[src/rtl/handshake_pkg.sv]
// Shared definitions for the handshake FIFO: width helpers, DEPTH limits and
// the per-cycle occupancy operation encoding.
package handshake_pkg;

  localparam int DEPTH_MIN = 2;
  localparam int DEPTH_MAX = 256;

  // {push, pop} as seen by the occupancy counter
  typedef enum logic [1:0] {
    OP_IDLE = 2'b00,
    OP_POP  = 2'b01,
    OP_PUSH = 2'b10,
    OP_BOTH = 2'b11
  } fifo_op_e;

  function automatic int clog2(input int value);
    int r;
    r = 0;
    for (int i = 0; i < 32; i++) begin
      if ((1 << r) < value) r = r + 1;
    end
    return r;
  endfunction

  function automatic int ptr_width(input int depth);
    return (clog2(depth) < 1) ? 1 : clog2(depth);
  endfunction

  function automatic int cnt_width(input int depth);
    return clog2(depth + 1);
  endfunction

endpackage

[src/rtl/handshake_fifo_buffer_if.sv]
// Valid/ready bundle carrying the upstream (ins) and downstream (outs) channels
// of the handshake FIFO; the buffer sits on the slave side.
interface handshake_fifo_buffer_if #(
  parameter int DATA_WIDTH = 32
);
  logic [DATA_WIDTH-1:0] ins;
  logic                  ins_valid;
  logic                  ins_ready;
  logic [DATA_WIDTH-1:0] outs;
  logic                  outs_valid;
  logic                  outs_ready;

  modport master (
    output ins, ins_valid, outs_ready,
    input  ins_ready, outs, outs_valid
  );

  modport slave (
    input  ins, ins_valid, outs_ready,
    output ins_ready, outs, outs_valid
  );
endinterface

[src/rtl/handshake_fifo_mem.sv]
// Storage array for the handshake FIFO: one synchronous write port and one
// asynchronous read port. Contents are never reset.
module handshake_fifo_mem
  import handshake_pkg::*;
#(
  parameter int DATA_WIDTH = 32,
  parameter int DEPTH      = 4
) (
  input  logic                           clk,
  input  logic                           we,
  input  logic [ptr_width(DEPTH)-1:0]    waddr,
  input  logic [DATA_WIDTH-1:0]          wdata,
  input  logic [ptr_width(DEPTH)-1:0]    raddr,
  output logic [DATA_WIDTH-1:0]          rdata
);

  logic [DATA_WIDTH-1:0] mem [DEPTH];

  always_ff @(posedge clk) begin
    if (we) mem[waddr] <= wdata;
  end

  assign rdata = mem[raddr];

endmodule

[src/rtl/handshake_fifo_buffer.sv]
// Valid/ready FIFO buffer with wrapping read/write pointers and an occupancy count.
// Define HANDSHAKE_FIFO_BYPASS_EN for zero-latency pass-through when empty.
module handshake_fifo_buffer
  import handshake_pkg::*;
#(
  parameter int DATA_WIDTH = 32,
  parameter int DEPTH      = 4
) (
  input  logic                        clk,
  input  logic                        rst,
  handshake_fifo_buffer_if.slave      bus,
  output logic [cnt_width(DEPTH)-1:0] count
);

  localparam int PW = ptr_width(DEPTH);
  localparam int CW = cnt_width(DEPTH);
  localparam logic [PW-1:0] LAST_SLOT = PW'(DEPTH - 1);
  localparam logic [CW-1:0] FULL_CNT  = CW'(DEPTH);

  if (DEPTH < DEPTH_MIN || DEPTH > DEPTH_MAX) begin : g_bad_depth
    $error("handshake_fifo_buffer: DEPTH out of range");
  end

  logic                  active;
  logic [PW-1:0]         wr_ptr;
  logic [PW-1:0]         rd_ptr;
  logic [DATA_WIDTH-1:0] rd_data;
  logic                  push;
  logic                  pop;
  logic                  pass_thru;
  fifo_op_e              op;

  function automatic logic [PW-1:0] next_ptr(input logic [PW-1:0] p);
    return (p == LAST_SLOT) ? '0 : p + 1'b1;
  endfunction

  // active keeps ins_ready low during reset and until the first clock after release
  assign bus.ins_ready = active && (count != FULL_CNT);

`ifdef HANDSHAKE_FIFO_BYPASS_EN
  logic empty;
  assign empty          = (count == '0);
  assign bus.outs_valid = active && (!empty || bus.ins_valid);
  assign bus.outs       = empty ? bus.ins : rd_data;
  assign pass_thru      = active && empty && bus.ins_valid && bus.outs_ready;
`else
  assign bus.outs_valid = (count != '0);
  assign bus.outs       = rd_data;
  assign pass_thru      = 1'b0;
`endif

  assign push = bus.ins_valid && bus.ins_ready && !pass_thru;
  assign pop  = bus.outs_valid && bus.outs_ready && (count != '0);
  assign op   = fifo_op_e'({push, pop});

  always_ff @(posedge clk or negedge rst) begin
    if (!rst) begin
      active <= 1'b0;
      wr_ptr <= '0;
      rd_ptr <= '0;
      count  <= '0;
    end else begin
      active <= 1'b1;
      if (push) wr_ptr <= next_ptr(wr_ptr);
      if (pop)  rd_ptr <= next_ptr(rd_ptr);
      case (op)
        OP_PUSH: count <= count + 1'b1;
        OP_POP:  count <= count - 1'b1;
        default: ;
      endcase
    end
  end

  handshake_fifo_mem #(
    .DATA_WIDTH (DATA_WIDTH),
    .DEPTH      (DEPTH)
  ) u_mem (
    .clk   (clk),
    .we    (push),
    .waddr (wr_ptr),
    .wdata (bus.ins),
    .raddr (rd_ptr),
    .rdata (rd_data)
  );

endmodule

[src/flat_wrapper.sv]
// flat-port wrapper written by rule: the top's interface ports become plain ports
module handshake_fifo_buffer_flat import handshake_pkg::*;
#(
  parameter int DATA_WIDTH = 32,
  parameter int DEPTH      = 4
)
  (clk, rst, count, bus_ins, bus_ins_valid, bus_outs_ready, bus_ins_ready, bus_outs, bus_outs_valid);
  handshake_fifo_buffer_if #(.DATA_WIDTH(DATA_WIDTH)) bus_i ();
  input  logic clk;
  input  logic rst;
  output logic [cnt_width(DEPTH)-1:0] count;
  input wire logic [$bits(bus_i.ins)-1:0] bus_ins;
  input wire logic [$bits(bus_i.ins_valid)-1:0] bus_ins_valid;
  input wire logic [$bits(bus_i.outs_ready)-1:0] bus_outs_ready;
  output wire logic [$bits(bus_i.ins_ready)-1:0] bus_ins_ready;
  output wire logic [$bits(bus_i.outs)-1:0] bus_outs;
  output wire logic [$bits(bus_i.outs_valid)-1:0] bus_outs_valid;
  assign bus_i.ins = bus_ins;
  assign bus_i.ins_valid = bus_ins_valid;
  assign bus_i.outs_ready = bus_outs_ready;
  assign bus_ins_ready = bus_i.ins_ready;
  assign bus_outs = bus_i.outs;
  assign bus_outs_valid = bus_i.outs_valid;
  handshake_fifo_buffer #(.DATA_WIDTH(DATA_WIDTH), .DEPTH(DEPTH)) u_core (.clk(clk), .rst(rst), .bus(bus_i), .count(count));
endmodule
[config.mk]
export PLATFORM = sky130hd
export DESIGN_NAME = handshake_fifo_buffer_flat
export DESIGN_NICKNAME = d
export VERILOG_FILES = /design/src/rtl/handshake_pkg.sv /design/src/rtl/handshake_fifo_buffer_if.sv /design/src/rtl/handshake_fifo_mem.sv /design/src/rtl/handshake_fifo_buffer.sv /design/src/flat_wrapper.sv
export SDC_FILE = /design/constraint.sdc
export NUM_CORES = 1
export LEC_CHECK = 0
export BUFFER_PORTS_ARGS = -buffer_cell sky130_fd_sc_hd__buf_2
export CAP_MARGIN = 20
export CORE_ASPECT_RATIO = 0.5
export CORE_MARGIN = 2
export CORE_UTILIZATION = 38
export CTS_BUF_LIST = sky130_fd_sc_hd__clkbuf_8 sky130_fd_sc_hd__clkbuf_16
export CTS_CLUSTER_DIAMETER = 60
export DETAILED_ROUTE_END_ITERATION = 10
export PLACE_DENSITY_LB_ADDON = 0.12
export SLEW_MARGIN = 10
export SYNTH_ARGS = -nofsm -noshare
export SYNTH_HDL_FRONTEND = slang
export SYNTH_SLANG_ARGS = --single-unit
[constraint.sdc]
create_clock -name clk -period 2.5 [get_ports clk]
set_clock_uncertainty 0.2 [all_clocks]
set_input_delay 0.5 -clock clk [delete_from_list [all_inputs] [get_ports clk]]
set_output_delay 0.5 -clock clk [all_outputs]
set_load 0.02 [all_outputs]
* Word level (Yosys, flattened, before mapping)
Memories as Yosys holds them, arrays and structs flattened.
Index checks and enable logic that the tools add are counted.
** Cells by class
- $add $sub $neg :: 4
- Muxes and demuxes :: 5
- Eq/ne operators :: 5
- Reductions and logical operators :: 6
** Operators by type and width (number)
- == test 2 bit (second input constant) :: 3
- case mux 3 bit (2 select lines) :: 1
- adder 2 x 1 -> 2 bit (second input constant) :: 2
- logical AND 1 bit :: 4
- 2-to-1 mux 2 bit :: 2
- adder 3 x 1 -> 3 bit (second input constant) :: 1
- inequality test 3 bit (second input constant) :: 1
- nonzero test 3 bit :: 1
- subtractor 3 x 1 -> 3 bit (second input constant) :: 1
- == test 2 x 1 -> 1 bit (second input constant) :: 1
- 2-to-1 mux 1 bit :: 2
- nonzero test 2 bit :: 1
** Storage, ports and cells
- Input port bits :: 36
- Word-level logic and storage cells :: 25
- Output and inout bits :: 37
- Register bits :: 8
- Bits in writable memories :: 128
- Memories kept :: 1
** Memory list
- u_core.u_mem.mem :: depth 4, bits a word 32, read ports 1, clocked after Yosys merged registers in 0, write ports 1, RTL line handshake_fifo_mem.sv:17 : logic [DATA_WIDTH-1:0] mem [DEPTH];

* Logic depth before layout (Yosys ltp)
- Depth in word-level cells :: 5
- Depth in mapped cells :: 9
- Depth with buffers taken out :: 9

* By module
From an unflattened synthesis, not the netlist that was laid out.
** Second synthesis, totals
- Cell total of the unflattened synthesis :: 206
- Area, all modules :: 5116.2 µm²
** Modules (own cells, without submodules)
- handshake_fifo_mem :: times used 1, cells an instance 171, area each 4689.5 µm², seq. area each 3843.7 µm²
- handshake_fifo_buffer :: times used 1, cells an instance 35, area each 426.7 µm², seq. area each 200.2 µm²

* Worst setup path before layout
OpenSTA, ideal clock, no wires.
- Kind :: reg2reg
- Start point :: register u_core.count[0]
- End point :: memory u_core.u_mem.mem[3][0], enable pin
- Library setup time :: 392 ps
- Period minus slack after synthesis :: 2276 ps
- Required time :: 1908 ps
- Stages on the path, launching flop included :: 4
- Arrival time :: 1684 ps
- Path slack :: 224 ps
- Cell sequence :: dfrtp_1 > nor2_1 > a21oi_2 > and2_1
** Between the ends
- Cells in the longest elaborated chain, start to end :: 5
** RTL lines
- from (decl) :: RTL line handshake_fifo_buffer.sv:12 : output logic [cnt_width(DEPTH)-1:0] count
- from (signal assigned) :: RTL line handshake_fifo_buffer.sv:67 : OP_PUSH: count <= count + 1'b1;
- from (signal assigned) :: RTL line handshake_fifo_buffer.sv:68 : OP_POP: count <= count - 1'b1;
- inequality test 3 bit :: RTL line handshake_fifo_buffer.sv:38 : assign bus.ins_ready = active && (count != FULL_CNT);
- logical AND 1 bit :: RTL line handshake_fifo_buffer.sv:38
- logical AND 1 bit :: RTL line handshake_fifo_buffer.sv:52 : assign push = bus.ins_valid && bus.ins_ready && !pass_thru;
- 2-to-1 mux 1 bit :: RTL line handshake_fifo_mem.sv:20 : if (we) mem[waddr] <= wdata;
- 2-to-1 mux 1 bit (not written as such) :: RTL line handshake_fifo_mem.sv:20
- to (decl) :: RTL line handshake_fifo_mem.sv:17
No other way between the ends.

* Worst setup path after layout
- Start point :: register u_core.rd_ptr[0]
- End point :: output port bus_outs[7]
** Between the ends
- Cells in the longest elaborated chain, start to end :: 1
** RTL lines
- from (decl) :: RTL line handshake_fifo_buffer.sv:26 : logic [PW-1:0] rd_ptr;
- from (signal assigned) :: RTL line handshake_fifo_buffer.sv:65 : if (pop) rd_ptr <= next_ptr(rd_ptr);
- memory read (4 x 32 bit)
- to (decl) :: RTL line flat_wrapper.sv:16 : output wire logic [$bits(bus_i.outs)-1:0] bus_outs;
No other way between the ends.

==> qor.yml <==
routing:
  drt_first_pass_iters: 4
  vias: 2361
  avgRoutedWirePerCell_um: 17.9
  drt_iter0_markers: 165
  finalWirelength_um: 8880
  drc_errors: 0
  ant_nets: 0
  vias_per_cell: 4.77
critical_path:
  r2r-end: "u_core.count[2]$_DFFE_PN0P_"
  criticalPathCategory: "register to output pin"
  slowest_stage: "mux4_2"
  crit_chain: "buf_12, mux4_2, buf_2"
  worst-path-max-fanout: 12
  r2r-start: "u_core.count[0]$_DFFE_PN0P_"
  cp_num_buf_inv: 2
  worst-path-stages: 3
  path_delay_family: "multiplexers"
  crit_start: "u_core.rd_ptr[0]$_DFFE_PN0P_"
  endpoint: "bus_outs[7]"
  worst_ep_arrival_time_ns: 1.78
  crit_required_ns: 1.80
  endpoint_kind: "output pin"
  rrSetupSlack_ns: 0.38
  reg2regPathDepth: 9
  worst_setup_path_start_kind: "register"
  cpPeakStageDelay_ns: 0.52
synth:
  ys_ff_latch: 136
  netlist_instances: 212
  syn_area_sq_um: 5150
  synth_area_leaders: "edfxtp_1 75%, mux4_2 12%, dfrtp_1 3.9%"
  netlist_top_cells_count: "128 x edfxtp_1, 28 x mux4_2, 8 x dfrtp_1, 7 x inv_1, 6 x ha_1"
  synth_area_per_cell_sq_um: 24.3
  synthArstFlopShare_pct: 5.88
  synth_cell_types: 23
  synth_flop_cell: "edfxtp_1"
  synth_top_cell_by_area: "edfxtp_1"
  syn_nets: 255
  synth_most_common_cell: "edfxtp_1"
  synth_top_area_share_pct: 74.6
  synth_enable_flop_cells: 128
  yosys_warnings: 0
  ys_seq_area_share_pct: 78.5
clock_network:
  clockRootBuffer: "clkbuf_16"
  cts_tree: "done"
  clk_pin_slew_ns: 0.06
  htree_levels: 4
  cts.sinks: 136
  cts_inserted_buffers: 17
  clockBufferDepth: 2
  clk_latency_ns: 0.40
die:
  rows: 30
  initial_core_util_pct: 38.5
  pin_count: 73
  core-area_sq_um: 13400
  die_height_um: 86.4
  die_w_um: 169
  die_area_sq_um: 14600
global_routing:
  grt.overflow.total: 0
  grt_usage_pct: 13.3
  antenna_found_initial: 0
  grt_pass1_wl_um: 13900
  grt_pass1_vias: 2548
  grt_start_max_net_pins: 29
power_and_ir_drop:
  internal_power_mw: 5.51
  p_sw_mw: 2.31
  leakage_nw: 2.29
  fin_total_pwr_mw: 7.82
  clkPwrFrac_pct: 32.0
  seqPwrFrac_pct: 37.9
  p_sw_share_pct: 29.5
  ir_drop_mv: 0.464
  p_comb_share_pct: 30.2
  cellPowerDensity_nw_per_um2: 1210
timing:
  finalSetupViolCount: 0
  grt_setup_unrepaired: "true"
  maxClockFrequency_mhz: 403
  finalCritPeriodShare_pct: 99.3
  hold_viol: 0
  fin_worst_hold_slack_ns: 0.110
  slew_viol_final: 0
  post-route-min-period_ns: 2.48
cells_and_area:
  diodes: 0
  drive_above_1_share_pct: 49.2
  nNetsFinal: 349
  fillCellCount: 1109
  fin_util_pct: 48.4
  syn_to_final_growth_pct: 25.9
flow_run:
  maxCapViolCount: 0
worst_hold_path:
  hp-class: "input pin to register"
placed_design:
  place.gp.congestion: 0.641
  portBuffers: 72
  hpwl_um: 5400
status:
  outcome: "completed"
## registers in the layout (all words and copies together) (netlist names)
| name | flops |
|---|---|
| u_core.active | 1 |
| u_core.rd_ptr | 2 |
| u_core.u_mem.mem | 128 |
| u_core.wr_ptr | 2 |
| u_core.count | 3 |
## per-layer routing
metal  share of wire (%)  vias up  global-route usage (%)
li1                    -     1061                       -
met1                  45     1241                    17.0
met2                  51       52                    21.7
met3                 3.4        7                    4.25
met4                0.84        0                    4.70
met5                   0        -                       0
## per-stage QoR
stage	setup slack [ns]	setup TNS (ns)	instance area, sq um	cells
6_report	0.0174	0	6490	495
5_1_grt	-0.0744	-0.771	6490	495
4_1_cts	-0.0237	-0.105	6450	495
3_5_place_dp	0.292	0	5800	460
3_3_place_gp	0.296	0	5800	460
2_1_floorplan	0.224	0	5150	212
## cell families (layout without fill, tap and decap cells)
family | after synthesis | after routing | share of synthesized area [%]
flops | 136 | 136 | 78.5
mux | 37 | 37 | 15.3
buf+inv | 15 | 122 | 2.26
simple gates | 11 | 11 | 1.19
fa+ha+maj | 7 | 7 | 1.85
xor+xnor | 3 | 3 | 0.510
compound gates | 2 | 2 | 0.316
other cells | 1 | 1 | 0.0728
## how the worst min path moves through the flow
stage	from	end	slack (ns)	cells after the start
6_report	bus_ins[24]	u_core.u_mem.mem[3][24]$_DFFE_PP_	0.11	1
2_1_floorplan	rst	u_core.active$_DFF_PN0_	0.004	0
5_1_grt	bus_ins[25]	u_core.u_mem.mem[3][25]$_DFFE_PP_	0.09	1
4_1_cts	bus_ins[24]	u_core.u_mem.mem[3][24]$_DFFE_PP_	0.09	1
3_3_place_gp	rst	u_core.count[0]$_DFFE_PN0P_	0.15	1
3_5_place_dp	rst	u_core.count[0]$_DFFE_PN0P_	0.15	1
## placed cells by master (no fill, tap or decap)
cell type / count
buf_6: 9
buf_12: 8
buf_2: 62
dfrtp_4: 1
mux4_1: 1
mux2_2: 4
xor2_1: 2
a21boi_0: 1
inv_1: 7
edfxtp_1: 128
or3_4: 1
ha_1: 6
nor2_1: 4
fa_1: 1
clkinvlp_4: 3
buf_4: 3
dfrtp_1: 6
mux2i_1: 1
bufinv_16: 3
inv_6: 3
nand2_1: 1
clkbuf_16: 17
clkinv_4: 2
conb_1: 1
clkinv_1: 1
and2_2: 4
dfrtp_2: 1
nand2_2: 1
a21oi_2: 1
mux4_2: 31
xnor2_1: 1
dlygate4sd3_1: 1
clkinv_2: 3
## power groups by stage
stage	clock [mW]	sequential (mW)	combinational, mW
final	2.50	2.96	2.36
after global routing	2.66	2.99	2.56
after CTS	2.57	2.97	2.31
after detailed placement	0	3.02	2.21
after global placement	0	3.01	2.20
after floorplan	0	2.95	1.61
## layout make-up
class	count	area [sq um]	area share, %
clock buffer	17	425	6.56
multi-input combinational	61	987	15.2
tap	176	220	3.39
sequential	136	4050	62.4
clock inverter	15	175	2.70
inverter	7	26.3	0.405
timing repair buffer	83	604	9.32
## timing repair
item                       4_1_cts  5_1_grt
gates resized for setup          4       20
hold endpoints to repair         8        0
pin swaps                        0        0
hold buffers                     1        0
setup endpoints to repair       27       28
setup buffers                    2        0
(Power assumes the default switching activity.)
